File: src/rtl/upw_oe_sequencer.sv
// rtl/upw_oe_sequencer.sv - sequenced bring-up of the user-project IO output-enable vector
//
// Purpose:
//   Holds every pad as an input for a settle window after reset. It then turns
//   output enables on in groups of GROUP_SIZE bits, with STEP_GAP clocks between
//   groups, to limit simultaneous switching. Once the ramp is complete, a new
//   direction mask can be loaded through a valid/ready handshake. Bits that the
//   new mask disables turn off at once. Bits that it newly enables ramp in again
//   group by group.
//
// Ports:
//   clk        in     system clock
//   rst_n      in     asynchronous active-low reset
//   vccd1      inout  1.8V supply (USE_POWER_PINS only)
//   vssd1      inout  digital ground (USE_POWER_PINS only)
//   cfg_valid  in     new direction mask offered
//   cfg_mask   in     requested mask, 1 = output enabled
//   cfg_ready  out    mask can be accepted this cycle
//   out_en     out    registered output-enable vector to the pads
//   busy       out    sequencing in progress (not in RUN)
//   done       out    out_en equals the target (in RUN)

module upw_oe_sequencer #(
  parameter int NUM_INS       = 3,
  parameter int NUM_OUTS      = 14,
  parameter int NUM_IOS       = 17,
  parameter int SETTLE_CYCLES = 16,
  parameter int GROUP_SIZE    = 4,
  parameter int STEP_GAP      = 2
) (
`ifdef USE_POWER_PINS
  inout  wire                vccd1,
  inout  wire                vssd1,
`endif
  input  logic               clk,
  input  logic               rst_n,
  input  logic               cfg_valid,
  input  logic [NUM_IOS-1:0] cfg_mask,
  output logic               cfg_ready,
  output logic [NUM_IOS-1:0] out_en,
  output logic               busy,
  output logic               done
);

  localparam int NG   = (NUM_IOS + GROUP_SIZE - 1) / GROUP_SIZE;
  localparam int SW   = $clog2(SETTLE_CYCLES + 1);
  localparam int GW   = $clog2(NG + 1);
  localparam int GAPW = (STEP_GAP > 1) ? $clog2(STEP_GAP) : 1;

  localparam logic [SW-1:0]      SETTLE_LAST = SW'(SETTLE_CYCLES - 1);
  localparam logic [GW-1:0]      GRP_LAST    = GW'(NG - 1);
  localparam logic [GAPW-1:0]    GAP_RELOAD  = GAPW'(STEP_GAP - 1);
  // Input pads can never be driven, so every target is filtered through this.
  localparam logic [NUM_IOS-1:0] OUT_MASK    = {{NUM_OUTS{1'b1}}, {NUM_INS{1'b0}}};

  typedef enum logic [1:0] {
    ST_SETTLE = 2'd0,
    ST_RAMP   = 2'd1,
    ST_RUN    = 2'd2
  } state_t;

  state_t             state_q, state_d;
  logic [SW-1:0]      settle_q, settle_d;
  logic [GW-1:0]      grp_q, grp_d;
  logic [GAPW-1:0]    gap_q, gap_d;
  logic [NUM_IOS-1:0] target_q, target_d;
  logic [NUM_IOS-1:0] out_en_q, out_en_d;
  logic               busy_q, busy_d;
  logic               done_q, done_d;
  logic               ready_q, ready_d;
  logic [NUM_IOS-1:0] group_mask;
  logic [NUM_IOS-1:0] new_target;

  // A bit belongs to the current group when its index divided by GROUP_SIZE
  // equals grp. Each bit is evaluated on its own, so a short last group is
  // clipped automatically.
  always_comb begin
    group_mask = '0;
    for (int i = 0; i < NUM_IOS; i++) begin
      group_mask[i] = (GW'(i / GROUP_SIZE) == grp_q);
    end
  end

  assign new_target = cfg_mask & OUT_MASK;

  always_comb begin
    state_d  = state_q;
    settle_d = settle_q;
    grp_d    = grp_q;
    gap_d    = gap_q;
    target_d = target_q;
    out_en_d = out_en_q;

    case (state_q)
      ST_SETTLE: begin
        if (settle_q == SETTLE_LAST) begin
          state_d = ST_RAMP;
          grp_d   = '0;
          gap_d   = '0;
        end else begin
          settle_d = settle_q + SW'(1);
        end
      end

      ST_RAMP: begin
        if (gap_q == '0) begin
          out_en_d = out_en_q | (target_q & group_mask);
          grp_d    = grp_q + GW'(1);
          gap_d    = GAP_RELOAD;
          // The edge that applies the final group also completes the ramp.
          if (grp_q == GRP_LAST) begin
            state_d = ST_RUN;
          end
        end else begin
          gap_d = gap_q - GAPW'(1);
        end
      end

      ST_RUN: begin
        if (cfg_valid && ready_q) begin
          target_d = new_target;
          // Disables take effect at once; new enables wait for the ramp.
          out_en_d = out_en_q & new_target;
          state_d  = ST_RAMP;
          grp_d    = '0;
          gap_d    = '0;
        end
      end

      default: begin
        state_d  = ST_SETTLE;
        settle_d = '0;
        out_en_d = '0;
      end
    endcase

    // Status outputs are registered and follow the next state, so they change
    // on the same edge as the state they describe.
    busy_d  = (state_d != ST_RUN);
    done_d  = (state_d == ST_RUN);
    ready_d = (state_d == ST_RUN);
  end

  always_ff @(posedge clk or negedge rst_n) begin
    if (!rst_n) begin
      state_q  <= ST_SETTLE;
      settle_q <= '0;
      grp_q    <= '0;
      gap_q    <= '0;
      target_q <= OUT_MASK;
      out_en_q <= '0;
      busy_q   <= 1'b1;
      done_q   <= 1'b0;
      ready_q  <= 1'b0;
    end else begin
      state_q  <= state_d;
      settle_q <= settle_d;
      grp_q    <= grp_d;
      gap_q    <= gap_d;
      target_q <= target_d;
      out_en_q <= out_en_d;
      busy_q   <= busy_d;
      done_q   <= done_d;
      ready_q  <= ready_d;
    end
  end

  assign out_en    = out_en_q;
  assign busy      = busy_q;
  assign done      = done_q;
  assign cfg_ready = ready_q;

endmodule

File: config.mk
export PLATFORM = sky130hd
export DESIGN_NAME = upw_oe_sequencer
export DESIGN_NICKNAME = d
export VERILOG_FILES = /design/src/rtl/upw_oe_sequencer.sv
export SDC_FILE = /design/constraint.sdc
export NUM_CORES = 1
export LEC_CHECK = 0
export CAP_MARGIN = 40
export CORE_ASPECT_RATIO = 1.25
export CORE_UTILIZATION = 35
export CTS_CLUSTER_SIZE = 24
export DETAILED_ROUTE_END_ITERATION = 8
export GPL_ROUTABILITY_DRIVEN = 1
export SYNTH_ARGS = -nofsm -noshare
export SYNTH_HDL_FRONTEND = slang
export SYNTH_SLANG_ARGS = --single-unit
export TNS_END_PERCENT = 10
File: constraint.sdc
create_clock -name clk -period 1.85 [get_ports clk]
set_input_delay 0.2775 -clock clk [delete_from_list [all_inputs] [get_ports clk]]
set_output_delay 0.2775 -clock clk [all_outputs]
set_load 0.01 [all_outputs]
==> results.toml <==
[outcome]
outcome = "complete, no violations"

[setup_path]
cp-start-kind = "flop"
cpPeakStageDelay_ns = 0.37
crit_fanout = 6
slowest_stage = "or3_4"
critPathTopFamily = "simple AND/OR/NAND/NOR gates"
crit_path_cell_trace = "ha_2 -> and3_4 -> ha_4 -> nor2b_1 -> or3_4 -> or3_1 -> nand3_1"
cp.depth = 7
r2r_end = "grp_q[0]"
crit_arrival_ns = 2.01
cp_num_buf_inv = 0
reg2reg_depth = 7
cp.required_ns = 2.09
r2r-start = "settle_q[0]"
end_kind = "flop"
path_class = "flop to flop"
reg2reg_setup_slack_ns = 0.08

[cts]
insertion_delay_ns = 0.29
root_buffer = "clkbuf_8"
clock_sinks = 41
numCtsBuffers = 5
clk_pin_slew_ns = 0.09
cts_tree = "done"
clock_path_buffers = 2
h-tree-depth = 2

[route]
avgRoutedWirePerCell_um = 14.8
drtAntennaViolNets = 0
drt_wl_total_um = 4630
drtPass1Iterations = 4
drtIter0Drc = 89
drc = 0
via_per_inst = 5.18
route.vias.total = 1621

[synthesis]
synth-xor-area-share = 0
synth_edf_count = 0
synth_compound_gate_area_share = 0.204
avgSynthCellArea_um2 = 10.8
ys.flop_type = "dfrtp_1"
ys_types = 37
async_flop_share = 1.00
synth_top_cell_area_share = 0.308
syn_area_um2 = 2110
synth_area_leaders = "dfrtp_1 (31%), dfstp_2 (19%), mux2_2 (7.5%)"
synth-seq-area-share = 0.495
synthAdderAreaFrac = 0.0711
synth_warnings = 0
ys_seq_elements = 41
synthMuxAreaShare = 0.0746
yosys.area.top_type = "dfrtp_1"
synth_top_family_by_area = "compound AO/OA/AOI/OAI gates"
postSynthCellCount = 195
synth_simple_gate_area_frac = 0.102

[run]
cap_violations = 0

[die]
core_region_area_um2 = 5820
ioPinCount = 40
dieWidth_um = 71.5
die-area_um2 = 6350
initial_utilization = 0.363
num_rows = 31
die-height_um = 88.9

[power]
netSwitchingFraction = 0.366
pwr-share-seq = 0.328
powerDensity_nw_per_um2 = 1400
p_leak_nw = 1.31
peakVddDrop_uv = 489
clockPowerShare = 0.187
power_frac_comb = 0.484
power.internal_w = 0.00250
power.net_switching_w = 0.00144

[grt]
grt_pass1_vias = 1559
grt_use_total = 0.160
grt_max_degree = 24
grt_first_pass_wirelength_um = 7730
antenna_found_initial = 0
overflow = 0

[timing]
hold_violations = 0
setup_viol = 0
clock.fmax_mhz = 565
fin_crit_sh = 0.956
period_minus_slack_ns = 1.77
setup_tns_ns = 0
grt_setup_unrepaired = "false"
setup_ws_ns = 0.0808
skew_ns = 0.00715
final_max_slew_viol_count = 0

[placed_design]
placed_cell_area_um2 = 2670
place_congestion = 0.807
port_buffers = 33
dp_slack_ns = -0.0651
dp.cells = 303
hpwl_um = 3290

[final_layout]
areaGrowthSynthToFinish_pct = 33.5
layout-drive-gt1-share = 0.291
final_common_cell = "clkdlybuf4s50_1"
fin_util = 0.485
final_cell_mix = "clkdlybuf4s50_1 (32), dfrtp_1 (26), a21oi_1 (20)"
layoutNonFillerInstCount = 313
layout.nets = 278
diodes = 0
fin_area_um2 = 2820

[worst_hold_path]
min_path_type = "input port to async pin"
[cells in the mapped netlist (4+ instances only)]
| cell | count |
|---|---|
| dfrtp_1 | 26 |
| a21oi_1 | 20 |
| nand2_1 | 18 |
| a21o_1 | 16 |
| dfstp_2 | 15 |
| mux2_2 | 14 |
| ha_1 | 12 |
| o21ai_0 | 9 |
| a31oi_1 | 8 |
| inv_1 | 8 |
| clkbuf_1 | 6 |
| a22o_1 | 5 |
| buf_4 | 4 |
[power groups by stage]
stage          clock [W]  combinational, W  sequential [W]
4_1_cts         0.000761           0.00189         0.00130
6_report        0.000737           0.00191         0.00129
3_5_place_dp           0           0.00185         0.00131
3_3_place_gp           0           0.00183         0.00130
5_1_grt         0.000782           0.00210         0.00132
2_1_floorplan          0           0.00115         0.00132
[area by class of cell]
| class | instances | area, um2 |
|---|---|---|
| Clock buffer | 5 | 68.8 |
| Clock inverter | 3 | 46.3 |
| Fill cell | 522 | 3000 |
| Inverter | 8 | 30.0 |
| Multi-Input combinational cell | 134 | 1010 |
| Sequential cell | 41 | 1040 |
| Tap cell | 66 | 82.6 |
| Timing Repair Buffer | 56 | 538 |
[state kept, by name, summed over array words and instances (netlist names)]
name	flops
settle_q	5
out_en	14
target_q	14
busy	1
cfg_ready	1
gap_q	1
state_q	2
grp_q	3
[how the worst max path moves through the flow]
stage / startpoint / to / slack [ns]
2_1_floorplan: state_q[0] / grp_q[0] / -0.03
3_3_place_gp: cfg_valid / grp_q[0] / -0.01
3_5_place_dp: settle_q[0] / settle_q[3] / -0.07
4_1_cts: settle_q[0] / grp_q[0] / 0.01
5_1_grt: settle_q[0] / grp_q[0] / 0.0005
6_report: settle_q[0] / grp_q[0] / 0.08
[metal layers]
layer | global-route usage | vias to the layer above | routed length, um
met1 | 0.212 | 785 | 2190
met2 | 0.255 | 38 | 2180
met4 | 0.0695 | 0 | 64
met5 | 0 | - | 0
li1 | - | 794 | -
met3 | 0.0353 | 4 | 200
[per-stage QoR]
step,power (W),hold slack (ns)
after detailed placement,0.00316,0.260
final,0.00394,0.463
after floorplan,0.00246,-0.0181
after CTS,0.00394,0.475
after global routing,0.00421,0.506
after global placement,0.00314,0.257
[kinds of logic after synthesis]
kind of cell | count (synthesis)
fa+ha+maj | 12
other cells | 1
buf+inv | 22
flops | 41
compound gates | 65
mux | 14
simple gates | 40
[repair_timing]
action / in CTS / in global routing
hold buffers: 1 / 0
hold endpoints to repair: 12 / 0
endpoints found under the setup margin: 2 / 5
setup buffers: 1 / 0
pin swaps: 0 / 2
gates resized for setup: 2 / 3
Note: power is estimated with default switching activity, not from simulation.
